==> config.mk <==
export PLATFORM = sky130hd
export DESIGN_NAME = uart_tx_flat
export DESIGN_NICKNAME = d
export VERILOG_FILES = /design/src/rtl/uart_tx_if.sv /design/src/rtl/uart_tx.sv /design/src/flat_wrapper.sv
export SDC_FILE = /design/constraint.sdc
export NUM_CORES = 1
export LEC_CHECK = 0
export BUFFER_PORTS_ARGS = -buffer_cell sky130_fd_sc_hd__buf_2
export CORE_MARGIN = 2
export CORE_UTILIZATION = 57
export DETAILED_ROUTE_END_ITERATION = 8
export PLACE_DENSITY = 0.79
export SYNTH_ARGS = -nofsm -noshare
export SYNTH_HDL_FRONTEND = slang
export SYNTH_SLANG_ARGS = --single-unit
==> constraint.sdc <==
create_clock -name CLK -period 3.85 [get_ports CLK]
set_clock_uncertainty 0.2 [all_clocks]
set_input_delay 0.9625 -clock CLK [delete_from_list [all_inputs] [get_ports CLK]]
set_output_delay 0.9625 -clock CLK [all_outputs]
set_load 0.005 [all_outputs]
==> src/rtl/uart_tx_if.sv <==
// Parallel-side and serial-side signals of the UART transmitter, grouped for
// the transmitter (slave) and whatever feeds it bytes (master).
interface uart_tx_if #(
  parameter int DATA_WIDTH = 8,
  parameter int PRESC_W    = 6
);
  // Handshake: Data_Valid is a one-cycle strobe with no ready signal. A byte is
  // taken on the rising edge where Data_Valid=1 and the transmitter is idle
  // (Busy=0); while Busy=1 any strobe is dropped, so the master must watch Busy.
  logic [DATA_WIDTH-1:0] P_DATA;
  logic                  Data_Valid;
  logic                  PAR_EN;
  logic                  PAR_TYP;
  logic [PRESC_W-1:0]    Prescale;
  logic                  TX_OUT;
  logic                  Busy;

  modport master (
    output P_DATA, Data_Valid, PAR_EN, PAR_TYP, Prescale,
    input  TX_OUT, Busy
  );

  modport slave (
    input  P_DATA, Data_Valid, PAR_EN, PAR_TYP, Prescale,
    output TX_OUT, Busy
  );
endinterface

==> src/rtl/uart_tx.sv <==
// UART transmit serializer: start bit, LSB-first data, optional parity, stop bit,
// each held for the latched prescale count. TX_OUT and Busy come straight from flops.
module uart_tx #(
  parameter int DATA_WIDTH = 8,
  parameter int PRESC_W    = 6
) (
  input  logic       CLK,
  input  logic       RST,
  uart_tx_if.slave   bus,
  output logic [2:0] o_dbg_state
);

  localparam int IDX_W = $clog2(DATA_WIDTH) + 1;
  localparam int SEL_W = (DATA_WIDTH > 1) ? $clog2(DATA_WIDTH) : 1;

  typedef enum logic [2:0] {
    S_IDLE   = 3'd0,
    S_START  = 3'd1,
    S_DATA   = 3'd2,
    S_PARITY = 3'd3,
    S_STOP   = 3'd4
  } state_t;

  state_t                r_state;
  logic [PRESC_W-1:0]    r_cnt;
  logic [IDX_W-1:0]      r_idx;
  logic [DATA_WIDTH-1:0] r_data;
  logic                  r_par_en;
  logic                  r_par_bit;
  logic [PRESC_W-1:0]    r_presc;
  logic                  r_tx;
  logic                  r_busy;

  state_t                w_state_nxt;
  logic [PRESC_W-1:0]    w_cnt_nxt;
  logic [IDX_W-1:0]      w_idx_nxt;
  logic                  w_load;
  logic                  w_last;
  logic                  w_tx_nxt;
  logic                  w_busy_nxt;

  assign w_last = (r_cnt == (r_presc - PRESC_W'(1)));

  always_ff @(posedge CLK or posedge RST) begin
    if (RST) begin
      r_state   <= S_IDLE;
      r_cnt     <= '0;
      r_idx     <= '0;
      r_data    <= '0;
      r_par_en  <= 1'b0;
      r_par_bit <= 1'b0;
      r_presc   <= '0;
      r_tx      <= 1'b1;
      r_busy    <= 1'b0;
    end else begin
      r_state <= w_state_nxt;
      r_cnt   <= w_cnt_nxt;
      r_idx   <= w_idx_nxt;
      r_tx    <= w_tx_nxt;
      r_busy  <= w_busy_nxt;
      if (w_load) begin
        r_data    <= bus.P_DATA;
        r_par_en  <= bus.PAR_EN;
        // Parity is fixed at accept time so the config inputs can wander mid-frame.
        r_par_bit <= (^bus.P_DATA) ^ bus.PAR_TYP;
        r_presc   <= (bus.Prescale == '0) ? PRESC_W'(1) : bus.Prescale;
      end
    end
  end

  always_comb begin
    w_state_nxt = r_state;
    w_cnt_nxt   = r_cnt;
    w_idx_nxt   = r_idx;
    w_load      = 1'b0;
    case (r_state)
      S_IDLE: begin
        if (bus.Data_Valid) begin
          w_load      = 1'b1;
          w_state_nxt = S_START;
          w_cnt_nxt   = '0;
          w_idx_nxt   = '0;
        end
      end
      S_START: begin
        if (w_last) begin
          w_state_nxt = S_DATA;
          w_cnt_nxt   = '0;
          w_idx_nxt   = '0;
        end else begin
          w_cnt_nxt = r_cnt + PRESC_W'(1);
        end
      end
      S_DATA: begin
        if (w_last) begin
          w_cnt_nxt = '0;
          if (r_idx == IDX_W'(DATA_WIDTH - 1)) begin
            w_state_nxt = r_par_en ? S_PARITY : S_STOP;
          end else begin
            w_idx_nxt = r_idx + IDX_W'(1);
          end
        end else begin
          w_cnt_nxt = r_cnt + PRESC_W'(1);
        end
      end
      S_PARITY: begin
        if (w_last) begin
          w_state_nxt = S_STOP;
          w_cnt_nxt   = '0;
        end else begin
          w_cnt_nxt = r_cnt + PRESC_W'(1);
        end
      end
      S_STOP: begin
        if (w_last) begin
          w_state_nxt = S_IDLE;
          w_cnt_nxt   = '0;
        end else begin
          w_cnt_nxt = r_cnt + PRESC_W'(1);
        end
      end
      default: begin
        w_state_nxt = S_IDLE;
        w_cnt_nxt   = '0;
        w_idx_nxt   = '0;
      end
    endcase
  end

  // Line level is decoded from the next state so it lands in r_tx on the same edge.
  always_comb begin
    w_tx_nxt   = 1'b1;
    w_busy_nxt = 1'b1;
    case (w_state_nxt)
      S_IDLE:   w_busy_nxt = 1'b0;
      S_START:  w_tx_nxt   = 1'b0;
      S_DATA:   w_tx_nxt   = r_data[w_idx_nxt[SEL_W-1:0]];
      S_PARITY: w_tx_nxt   = r_par_bit;
      S_STOP:   w_tx_nxt   = 1'b1;
      default: begin
        w_tx_nxt   = 1'b1;
        w_busy_nxt = 1'b0;
      end
    endcase
  end

  assign bus.TX_OUT  = r_tx;
  assign bus.Busy    = r_busy;
  assign o_dbg_state = r_state;

endmodule

==> src/flat_wrapper.sv <==
// flat-port wrapper written by rule: the top's interface ports become plain ports
module uart_tx_flat 
#(
  parameter int DATA_WIDTH = 8,
  parameter int PRESC_W    = 6
)
  (CLK, RST, o_dbg_state, bus_P_DATA, bus_Data_Valid, bus_PAR_EN, bus_PAR_TYP, bus_Prescale, bus_TX_OUT, bus_Busy);
  uart_tx_if #(.DATA_WIDTH(DATA_WIDTH), .PRESC_W(PRESC_W)) bus_i ();
  input  logic CLK;
  input  logic RST;
  output logic [2:0] o_dbg_state;
  input wire logic [$bits(bus_i.P_DATA)-1:0] bus_P_DATA;
  input wire logic [$bits(bus_i.Data_Valid)-1:0] bus_Data_Valid;
  input wire logic [$bits(bus_i.PAR_EN)-1:0] bus_PAR_EN;
  input wire logic [$bits(bus_i.PAR_TYP)-1:0] bus_PAR_TYP;
  input wire logic [$bits(bus_i.Prescale)-1:0] bus_Prescale;
  output wire logic [$bits(bus_i.TX_OUT)-1:0] bus_TX_OUT;
  output wire logic [$bits(bus_i.Busy)-1:0] bus_Busy;
  assign bus_i.P_DATA = bus_P_DATA;
  assign bus_i.Data_Valid = bus_Data_Valid;
  assign bus_i.PAR_EN = bus_PAR_EN;
  assign bus_i.PAR_TYP = bus_PAR_TYP;
  assign bus_i.Prescale = bus_Prescale;
  assign bus_TX_OUT = bus_i.TX_OUT;
  assign bus_Busy = bus_i.Busy;
  uart_tx #(.DATA_WIDTH(DATA_WIDTH), .PRESC_W(PRESC_W)) u_core (.CLK(CLK), .RST(RST), .bus(bus_i), .o_dbg_state(o_dbg_state));
endmodule
# --- After elaboration in Yosys (flattened, before gate mapping) ---
# Cells that the tools add are included.
classes:
  add_sub_neg: 3
  order_cmp: 1
  n_eq_ne: 14
  mux: 23
  bitwise: 2
  reduce_logical: 7
op_table:
  columns: ["operator", "count"]
  rows:
  - ["3-bit two-way mux", 7]
  - ["6-bit two-way mux", 3]
  - ["4-bit two-way mux", 4]
  - ["4-bit case mux with 4 select lines", 1]
  - ["3-bit case mux with 5 select lines", 1]
  - ["3-bit by 2-bit equality test with 1-bit output (second input constant)", 4]
  - ["6-bit case mux with 2 select lines", 1]
  - ["4-bit OR reduction", 2]
  - ["8-bit XOR reduction", 1]
  - ["6-bit by 1-bit adder with 6-bit output (second input constant)", 1]
  - ["3-bit by 1-bit equality test with 1-bit output (second input constant)", 2]
  - ["3-bit equality test (second input constant)", 2]
  - ["6-bit equality test", 1]
  - ["6-bit logical NOT", 1]
  - ["6-bit by 1-bit subtractor with 6-bit output (second input constant)", 1]
  - ["5-bit AND reduction", 1]
  - ["4-bit by 1-bit adder with 4-bit output (second input constant)", 1]
  - ["4-bit by 3-bit equality test with 1-bit output (second input constant)", 1]
  - ["3-bit by 4-bit < comparator with 1-bit output (second input constant)", 1]
  - ["1-bit two-way mux", 4]
  - ["2-bit by 1-bit != test with 1-bit output (second input constant)", 2]
  - ["2-bit != test (second input constant)", 2]
  - ["1-bit binary-select mux with 3-bit select", 1]
  - ["3-bit logical NOT", 1]
  - ["4 further kinds", 4]
totals:
  regBits: 31
  inputBits: 19
  output_inout_bits: 5

# --- Depth between registers and ports, before layout ---
logic_depth:
  word_depth: 7
  depth_mapped: 13
  ltp_nobuf: 12

# --- Worst setup path before layout ---
# OpenSTA, ideal clock, no wires.
synth_path:
  path_kind: "reg2reg"
  start: "register u_core.r_presc[0]"
  end: "register u_core.r_tx, in the netlist u_core.bus.TX_OUT"
  setup_ps: 77
  t_arrival_ps: 2444
  required_time_ps: 3573
  path_slack_ps: 1128
  stages_incl_launch_ff: 13
  period_less_slack_ps: 2722
  path_cell_list: "dfrtp_1 -> inv_1 -> ha_1 -> nor2b_1 -> or3_1 -> a31oi_4 -> a31oi_1 -> o2bb2a_4 -> buf_6 -> a211o_1 -> o2111ai_1 -> nand4_1 -> a31oi_1"
synth_via:
  elab_chain_cells: 7
  word_cells_on_any_way: 16
  classes_between: "1 x add/sub; 4 x eq/ne; 11 x mux"
synth_rtl:
  columns: ["element", "line", "text"]
  rows:
  - ["start: declaration", "uart_tx.sv:30", "logic [PRESC_W-1:0] r_presc;"]
  - ["start signal: assignment", "uart_tx.sv:66", "r_presc <= (bus.Prescale == '0) ? PRESC_W'(1) : bus.Prescale;"]
  - ["6-bit by 1-bit subtractor with 6-bit output *", "uart_tx.sv:42", "assign w_last = (r_cnt == (r_presc - PRESC_W'(1)));"]
  - ["6-bit equality test *", "uart_tx.sv:42", null]
  - ["4-bit two-way mux, on equally long branches", "uart_tx.sv:95, uart_tx.sv:86", null]
  - ["4-bit case mux with 4 select lines", "uart_tx.sv:76", "case (r_state)"]
  - ["1-bit binary-select mux with 3-bit select", "uart_tx.sv:137", "S_DATA: w_tx_nxt = r_data[w_idx_nxt[SEL_W-1:0]];"]
  - ["1-bit two-way mux (not written as such)", "uart_tx.sv:137", null]
  - ["1-bit case mux with 3 select lines *", "uart_tx.sv:134", "case (w_state_nxt)"]
  - ["named net u_core.w_tx_nxt", "uart_tx.sv:39", "logic w_tx_nxt;"]
  - ["end signal: assignment", "uart_tx.sv:59", "r_tx <= w_tx_nxt;"]
  - ["end: declaration", "uart_tx.sv:31", "logic r_tx;"]
# Mark *: on every way through the listed nets, which the timed path passes. The rest lies on a longest branch. The select of a mux whose other input is x is not followed.
# A chain may end at the register's enable or synchronous reset.

# --- Final worst setup path ---
layout_path:
  start: "register u_core.r_presc[0]"
  end: "register u_core.r_tx, in the netlist u_core.bus.TX_OUT"
layout_via:
  elab_chain_cells: 7
  word_cells_on_any_way: 16
  classes_between: "1 x add/sub; 4 x eq/ne; 11 x mux"
layout_rtl:
  columns: ["element", "line", "text"]
  rows:
  - ["6-bit by 1-bit subtractor with 6-bit output *", "uart_tx.sv:42", null]
  - ["6-bit equality test *", "uart_tx.sv:42", null]
  - ["4-bit two-way mux, on equally long branches", "uart_tx.sv:95, uart_tx.sv:86", null]
  - ["4-bit case mux with 4 select lines *", "uart_tx.sv:76", null]
  - ["named net u_core.w_idx_nxt[2]", "uart_tx.sv:36", "logic [IDX_W-1:0] w_idx_nxt;"]
  - ["1-bit binary-select mux with 3-bit select *", "uart_tx.sv:137", null]
  - ["1-bit two-way mux (not written as such) *", "uart_tx.sv:137", null]
  - ["1-bit case mux with 3 select lines *", "uart_tx.sv:134", null]
  - ["named net u_core.w_tx_nxt", "uart_tx.sv:39", null]
# Marked as above.

==> run summary <==
Status = completed
CP most frequent cell = inv_1
CTS max path bufs = 2
Critical path data required time = 3.91 ns
Mean Syn Cell Area = 9.758 sq um
Fill cells = 248
Vias in the first global route = 1431
Post-Synthesis Cells = 189
Number of distinct library cells after synthesis = 50
Crit share post-route = 76.71%
Final min period = 2.953 ns
Initial core utilization = 59.92%
WP buf/inv = 2
CTS tree = built
First-pass GRT wire length = 6.506 mm
Wire per inst = 14.59 um
Die Y = 60.88 um
FP Rows = 20
Final GP Congestion = 0.8649
Post-synth EDFFs = 0
Chip width = 60.88 um
Crit-path max FO = 9
Share of cells above drive strength 1 = 23.83%
Crit Path Class = register to register
Worst Setup Start Kind = register
GRT overflow = 0
Drt initial violations = 114
Power Density = 714.1 nW/um^2
Net Sw Frac = 40.08%
DRT Pass-1 Iters = 4
Reg power frac = 39.5%
Largest net degree at the start of global routing = 32
Die area = 3706 sq um
Placed wire-length estimate = 2.817 mm
Post-synth top flop = dfrtp_1
CTS hold repair buffers = 0
#FFs+latches synth = 31
Post-route cell area = 2039 sq um
HP Class = register to register
Mapped Nets = 211
Overall Power = 1.456 mW
DR vias = 1477
Post-Syn Area = 1844 sq um
Clock Sinks = 31
Core ar. = 3078 sq um
Critical path endpoint category = register
Synth async-reset ratio = 100.0%
Port buffer count = 23
CTS Buf Count = 5
Final WL = 3.763 mm
Fin. max-slew vios = 0
Sequential area share after synthesis = 42.13%
Top delay family on crit path = compound AO/OA/AOI/OAI gates
Nets = 235
Clk root buf = clkbuf_4
Leak = 0.9789 nW
Max cap viols = 0
Worst relative slew slack = 23.64%
Setup TNS = 0 ns
Initial antenna violation count = 0
Vias per cell = 5.725
GRT Overall Usage = 24.61%
FMAX = 338.6 MHz
Synth warn = 0
Crit-path max cell delay = 0.41 ns
Drt drc = 0
Antenna violation net count after detailed routing = 0
Cts repair resizes = 0
# IOs = 24
N_diodes = 0
P&R area growth vs syn = 10.58%
Skew-Pair Late Insertion Delay = 0.33 ns
Reg clk slew, reported paths = 0.10 ns
VDD IR max = 0.4535 mV
Clock power frac = 15.0%
Final worst slack = 0.8968 ns
Switch Pwr = 0.5836 mW
Power Internal = 0.8727 mW
Critical Path AT = 3.01 ns
Final Setup Violations = 0
# H-tree levels = 2
Slowest cell on crit path = dfrtp_1
# Post-CTS Setup Buffers = 0
Setup repair after global routing missed its margin = false
CP cell instances = inv_1 -> ha_1 -> nor2b_1 -> or3_1 -> a31oi_4 -> and2_4 -> a21oi_1 -> o221ai_1 -> inv_1 -> o2111ai_1 -> nand4_1 -> a31oi_1
Final hold violation count = 0
Placed inst area = 1971 sq um
Comb pwr share = 45.5%
Pre-CTS setup slack = 0.9456 ns
Worst Tran Pin Value = 1.144 ns
Hold WS = 0.3209 ns
==> per-layer routing <==
| metal | up-vias | routed length [um] | GRT usage, % |
|---|---|---|---|
| li1 | 728 | - | - |
| met2 | 48 | 1782 | 38.71 |
| met3 | 5 | 211 | 7.463 |
| met4 | 0 | 41 | 9.006 |
| met5 | - | 0 | 0 |
| met1 | 696 | 1728 | 32.24 |
==> cell usage after synthesis (4+ instances only) <==
library cell / n / area, sq um
nor2b_1: 4 / 25.02
dfrtp_1: 30 / 750.7
nor2_1: 11 / 41.29
o21ai_0: 20 / 100.1
nor3_1: 4 / 20.02
xor2_1: 6 / 52.55
nand2_1: 17 / 63.81
a211o_1: 4 / 35.03
xnor2_1: 7 / 61.31
mux2_2: 6 / 67.56
inv_1: 18 / 67.56
o2111ai_1: 4 / 35.03
==> power groups by stage <==
stage / sequential (mW) / combinational [mW] / clock [mW]
after global placement: 0.571 / 0.624 / 0
after floorplan: 0.538 / 0.568 / 0
after detailed placement: 0.581 / 0.657 / 0
after global routing: 0.595 / 0.747 / 0.244
final: 0.575 / 0.662 / 0.219
after CTS: 0.574 / 0.663 / 0.219
==> metrics by stage <==
step,util [%],std cells
6_report,66.26,258
5_1_grt,66.26,258
4_1_cts,66.26,258
3_5_place_dp,64.02,250
3_3_place_gp,64.02,250
2_1_floorplan,-,189
==> kinds of logic after synthesis <==
kind of cell	share of synthesized area, %
AOI/OAI and AO/OA	20.96
muxes	3.663
DFF	42.13
xor gates and xnor gates	7.056
adders and majority gates	2.035
and+or+nand+nor	17.44
buffers and inverters	6.716
==> registers in the layout, summed over array words and instances, names as in the netlist <==
register / cells
u_core.r_par_bit: 1
u_core.r_par_en: 1
u_core.r_cnt: 6
u_core.r_idx: 4
u_core.r_presc: 6
u_core.bus.TX_OUT: 1
u_core.bus.Busy: 1
u_core.r_data: 8
u_core.o_dbg_state: 3
==> cell usage in the layout (no fill, tap or decap), types with 2 or more instances in the layout <==
cell type   n
nor2b_1     4
o21ai_1     2
o31ai_1     2
dfrtp_1    30
nand3_1     3
a211o_1     4
nor3_1      3
buf_2      23
clkbuf_4    5
o2111ai_1   4
inv_1      18
o21ai_0    20
a41oi_1     2
nand2_1    17
a31oi_1     3
nor2_1     11
and3_1      2
a21oi_1     3
or3_1       3
xnor2_1     7
a41o_1      2
mux2_2      6
clkbuf_8    2
xor2_1      6
nand2b_1    3
ha_1        3
==> worst register-to-register path, cell delays in order (launching register included) <==
cell       delay (ns)
dfrtp_1          0.41
inv_1            0.09
ha_1             0.24
nor2b_1          0.14
or3_1            0.39
a31oi_4          0.21
and2_4           0.23
a21oi_1          0.08
o221ai_1         0.28
inv_1            0.15
o2111ai_1        0.15
nand4_1          0.13
a31oi_1          0.20
==> path summary, 6_finish.rpt <==
check / from / endpoint / slack [ns] / cells past startpoint
max in group asynchronous: RST / u_core.r_cnt[3] / 2.05 / 2
worst max register to register: u_core.r_presc[0] / u_core.bus.TX_OUT / 0.90 / 12
min in group asynchronous: RST / u_core.r_presc[0] / 0.72 / 2
worst min-delay path: u_core.r_cnt[5] / u_core.r_cnt[5] / 0.32 / 1
worst min register to register: u_core.r_cnt[5] / u_core.r_cnt[5] / 0.32 / 1
worst max-delay path: u_core.r_presc[0] / u_core.bus.TX_OUT / 0.90 / 12
==> layout make-up <==
cell class                      count  area, sq um  area share, %
Multi-Input combinational cell    133        948.4          46.50
Sequential cell                    31        777.0          38.10
Timing Repair Buffer               24        122.6          6.012
Clock buffer                        8        68.82          3.374
Inverter                           18        67.56          3.313
Tap cell                           44        55.05          2.699
(Power assumes the default switching activity.)
